===== src/rtl/pipeline_sink_bridge.sv =====
// Terminating receiver for the stall/clock-enable pipeline protocol.
// Absorbs the last stage's data/valid stream into a small FWFT FIFO and
// re-presents it on a valid/ready interface. Flush empties it in step with
// the rest of the pipeline.
module pipeline_sink_bridge #(
  parameter  int DATA_W = 16,
  parameter  int DEPTH  = 4,
  localparam int CNT_W  = $clog2(DEPTH+1)
) (
  input  logic              i_clk,
  input  logic              i_rst_n,
  input  logic              i_flush,
  input  logic [DATA_W-1:0] i_data,
  input  logic              i_valid,
  output logic              o_stall,
  output logic              o_current_ce,
  output logic [DATA_W-1:0] o_data,
  output logic              o_valid,
  input  logic              i_ready,
  output logic [CNT_W-1:0]  o_count
);

  localparam int PTR_W = $clog2(DEPTH);
  localparam logic [CNT_W-1:0] FULL = CNT_W'(DEPTH);

  logic [DEPTH-1:0][DATA_W-1:0] mem;
  logic [PTR_W-1:0]             wr_ptr, rd_ptr;
  logic [CNT_W-1:0]             count;
  logic                         push, pop;

  // Stall and valid come from registered count only, so upstream sees no
  // combinational path from its own valid or from the consumer's ready.
  assign o_stall      = (count == FULL);
  assign o_valid      = (count != '0);
  assign push         = i_valid & ~o_stall & ~i_flush;
  assign pop          = o_valid & i_ready & ~i_flush;
  assign o_current_ce = push;
  assign o_data       = mem[rd_ptr];
  assign o_count      = count;

  // Pointer and occupancy update; flush wins over any concurrent handshake.
  always_ff @(posedge i_clk or negedge i_rst_n) begin
    if (!i_rst_n) begin
      wr_ptr <= '0;
      rd_ptr <= '0;
      count  <= '0;
    end else if (i_flush) begin
      wr_ptr <= '0;
      rd_ptr <= '0;
      count  <= '0;
    end else begin
      if (push) wr_ptr <= wr_ptr + 1'b1;
      if (pop)  rd_ptr <= rd_ptr + 1'b1;
      case ({push, pop})
        2'b10:   count <= count + 1'b1;
        2'b01:   count <= count - 1'b1;
        default: count <= count;
      endcase
    end
  end

  // Payload storage; not reset and not cleared by flush (data is qualified
  // by count, so stale entries are never visible).
  always_ff @(posedge i_clk) begin
    if (push) mem[wr_ptr] <= i_data;
  end

  // Occupancy can never exceed capacity; guards against pointer/count bugs.
  assert property (@(posedge i_clk) disable iff (!i_rst_n) count <= FULL);

endmodule

===== config.mk =====
export PLATFORM = sky130hd
export DESIGN_NAME = pipeline_sink_bridge
export DESIGN_NICKNAME = d
export VERILOG_FILES = /design/src/rtl/pipeline_sink_bridge.sv
export SDC_FILE = /design/constraint.sdc
export NUM_CORES = 1
export LEC_CHECK = 0
export CORE_MARGIN = 4
export CORE_UTILIZATION = 48
export DETAILED_ROUTE_END_ITERATION = 12
export HOLD_SLACK_MARGIN = 0.08
export PLACE_DENSITY = 0.73
export SETUP_SLACK_MARGIN = 0.2
export SLEW_MARGIN = 20
export SYNTH_ARGS = -nofsm -noshare
export SYNTH_HDL_FRONTEND = slang
export SYNTH_SLANG_ARGS = --single-unit

===== constraint.sdc =====
create_clock -name i_clk -period 1.83 [get_ports i_clk]
set_input_delay 0.4575 -clock i_clk [delete_from_list [all_inputs] [get_ports i_clk]]
set_output_delay 0.4575 -clock i_clk [all_outputs]
set_load 0.02 [all_outputs]

==> summary.txt <==
Power
  – VDD IR max: 0.000465 V
  – Total leakage power: around 1.4 nW
  – Clock share of power: 0.266
  – Reg power frac: 0.483
  – P_sw: between 1 and 1.5 mW
  – Total power: approximately 3.9 mW
  – Power per Cell Area: approximately 960 nW/um^2
  – Comb pwr share: 0.251
  – Switching share of power: 0.265
  – Pint: between 2 and 3 mW

Worst hold path
  – Worst hold path type: in -> async

Yosys
  – Top cell type's share of synthesized area: 0.665
  – Post-Syn Instances: 150
  – Async set-reset flop share out of synthesis: 0.0986
  – Most frequently used flop master after synthesis: edfxtp_1
  – Syn Nets: about 180
  – Unique masters post-synth: 33
  – Post-Syn Area: approximately 2900 sq um
  – Syn_area_per_cell: around 19 sq um
  – Syn. warnings: 0
  – Count leader, synth: edfxtp_1
  – Synth Register Bits: 71
  – Seq/Total Area, Yosys: 0.726
  – Most instantiated cells after synthesis: edfxtp_1 (64), mux4_2 (16), dfrtp_1 (7)
  – Synth area leader: edfxtp_1
  – Synth top area cells: edfxtp_1 (66%), mux4_2 (12%), dfrtp_1 (6.1%)
  – Number of flops mapped to enable cells by yosys: 64

GRT
  – Largest net degree at the start of global routing: 14
  – GRT overflow: 0
  – GRT Total Usage: 0.193
  – Vias in the first global route: 1,888
  – Antenna violations before repair: 0
  – First-pass GRT wire length: about 10,000 microns

Clock network
  – Skew-Pair Late Insertion Delay: about 340 ps
  – Cts bufs inserted: 9
  – CTS Sinks: 71
  – Clock tree buffer depth: 2
  – Clock transition at the registers of the reported paths: around 70 ps
  – Cts hold-fix bufs: 0
  – H-tree level count: 3
  – Clk root buf: clkbuf_8
  – CTS tree: yes

Drt
  – DRT Pass-1 Iters: 4
  – # DRC: 0
  – Via density: 5.60
  – DR vias: between 1,500 and 2,000
  – DR WL/cell: 21.2 microns
  – Iteration-0 DRC Markers: 86
  – DRT antenna net count: 0
  – Routed wire length: between 6000 and 7000 microns

Outcome
  – Failing checks: negative setup slack
  – Status: finished, violations left

Die
  – Die area: approximately 7300 sq um
  – Die Width: between 80 and 90 microns
  – Site row count: 27
  – Die Span Y: around 86 microns
  – Starting Density: 0.509
  – # IOs: 43
  – Core Box Area: around 5700 sq um

STA
  – Slew @ Worst Pin: between 400 and 500 ps
  – Slew Limit Fails: 0
  – RSZ-0062 raised after global routing: yes
  – Relative slew slack: 0.715
  – Setup Viol. Count Final: 19
  – Fmax achieved: 469 MHz
  – Setup TNS Final: -4820 ps
  – Minimum clock period: around 2100 ps
  – Final Skew: around 8.1 ps
  – Final worst setup slack: -301 ps
  – Tcrit/Tclk final: 1.16
  – Final-report hold violation count: 0

Worst setup path
  – Crit path arrival time: roughly 1700 ps
  – CP startpoint kind: flop
  – Crit Path Max Fanout: 7
  – CP Class: reg -> out
  – Crit path capture type: primary output
  – Worst path required time: around 1400 ps

Cells and area
  – Area grow syn2layout: 40.3%
  – Ant diodes: 0
  – Layout cells sized above 1: 0.455
  – Final core occ: 0.715
  – Post-Layout Cell Count: approximately 300
  – Fin nets: 252
  – Fillers: around 360

Placed design
  – Post-DP HPWL: between 3000 and 4000 microns
  – Dpl cells: 276
  – Routability cong.: 0.834
  – Port bufs: 42

Run
  – Number of max-cap violations: 0
==> final timing paths <==
| path | from | end | slack (ps) | cells after the start |
|---|---|---|---|---|
| min in group i_clk | wr_ptr[1]$_DFFE_PN0P_ | wr_ptr[1]$_DFFE_PN0P_ | 630 | 2 |
| max in group asynchronous | i_rst_n | o_count[1]$_DFFE_PN0P_ | 1110 | 1 |
| hold reg to reg | wr_ptr[1]$_DFFE_PN0P_ | wr_ptr[1]$_DFFE_PN0P_ | 630 | 2 |
| hold / removal | i_rst_n | wr_ptr[0]$_DFFE_PN0P_ | 410 | 1 |
| setup / recovery | rd_ptr[0]$_DFFE_PN0P_ | o_data[0] | -300 | 4 |
| setup reg to reg | o_count[1]$_DFFE_PN0P_ | o_count[1]$_DFFE_PN0P_ | -120 | 6 |
==> repair_timing <==
item	CTS	global route
cloned	5	0
pin swaps	8	0
endpoints found under the setup margin	51	89
buffers inserted	6	0
resized for setup	137	10
==> power groups by stage <==
| stage | Sequential, mW | Combinational, mW | Clock (mW) |
|---|---|---|---|
| after floorplan | 1.90 | 0.458 | 0 |
| after detailed placement | 1.91 | 0.798 | 0 |
| after global routing | 1.89 | 1.03 | 1.14 |
| after CTS | 1.88 | 0.963 | 1.06 |
| final | 1.88 | 0.977 | 1.04 |
| after global placement | 1.90 | 0.775 | 0 |
==> cells in the final DEF, fill, tap and decap left out, types with 2 or more instances in the layout <==
| cell | Yosys | layout |
|---|---|---|
| clkinv_2 | 0 | 4 |
| a21oi_1 | 6 | 4 |
| clkdlybuf4s15_1 | 0 | 2 |
| dfrtp_2 | 0 | 4 |
| buf_16 | 0 | 5 |
| edfxtp_1 | 64 | 64 |
| nor3_2 | 0 | 2 |
| buf_6 | 1 | 24 |
| nor2_1 | 5 | 4 |
| dlygate4sd2_1 | 0 | 2 |
| xor2_1 | 2 | 2 |
| and2_4 | 0 | 4 |
| mux4_2 | 16 | 16 |
| clkdlybuf4s50_1 | 0 | 18 |
| dfrtp_1 | 7 | 3 |
| clkinv_4 | 0 | 2 |
| buf_4 | 3 | 15 |
| buf_12 | 0 | 8 |
| nand3b_1 | 2 | 2 |
| ha_1 | 4 | 4 |
| o21ai_0 | 3 | 3 |
| a21oi_2 | 0 | 2 |
| inv_1 | 4 | 3 |
| clkbuf_8 | 0 | 9 |
| nand2b_1 | 3 | 3 |
| or3_1 | 2 | 2 |
==> per-layer routing <==
metal / vias up / share of wire / global-route usage
met2: 51 / 0.57 / 0.357
met1: 880 / 0.37 / 0.209
met3: 12 / 0.044 / 0.0490
met5: - / 0 / 0
met4: 0 / 0.018 / 0.0777
li1: 754 / - / -
==> through the flow <==
step / hold slack (ps) / instance area (sq um) / setup slack [ps]
2_1_floorplan: 162 / 2950 / -129
3_3_place_gp: 576 / 3620 / -459
3_5_place_dp: 620 / 3620 / -613
4_1_cts: 397 / 4040 / -307
5_1_grt: 404 / 4060 / -362
6_report: 408 / 4060 / -301
==> cell families (layout without fill, tap and decap cells) <==
kind of cell             count (synthesis)  after routing  synth area share
buffers and inverters                   14             95            0.0264
adder cells (fa/ha/maj)                  5              5            0.0242
flip-flops                              71             71             0.726
XOR/XNOR                                 3              3           0.00909
multiplexers                            16             16             0.125
AO/OA/AOI/OAI                           18             18            0.0420
AND/OR/NAND/NOR                         23             23            0.0480
==> layout make-up <==
class	count	area [sq um]	area share
clock buffers	10	128	0.0315
clock inverters	6	37.5	0.00926
inverters	4	15.0	0.00370
multi-input cells	65	779	0.192
flip-flops and latches	71	2100	0.518
well taps	72	90.1	0.0222
repair buffers	75	903	0.223
==> state kept, by name, summed over array words and instances, names as in the netlist <==
signal	flops
mem	64
o_count	3
rd_ptr	2
wr_ptr	2
==> worst max-delay path, stage by stage (launching register included) <==
cell and delay, ps:
dfrtp_2 420, buf_12 120, buf_12 130, mux4_2 520, buf_6 150
No activity file was read; power rests on OpenSTA's default activity.
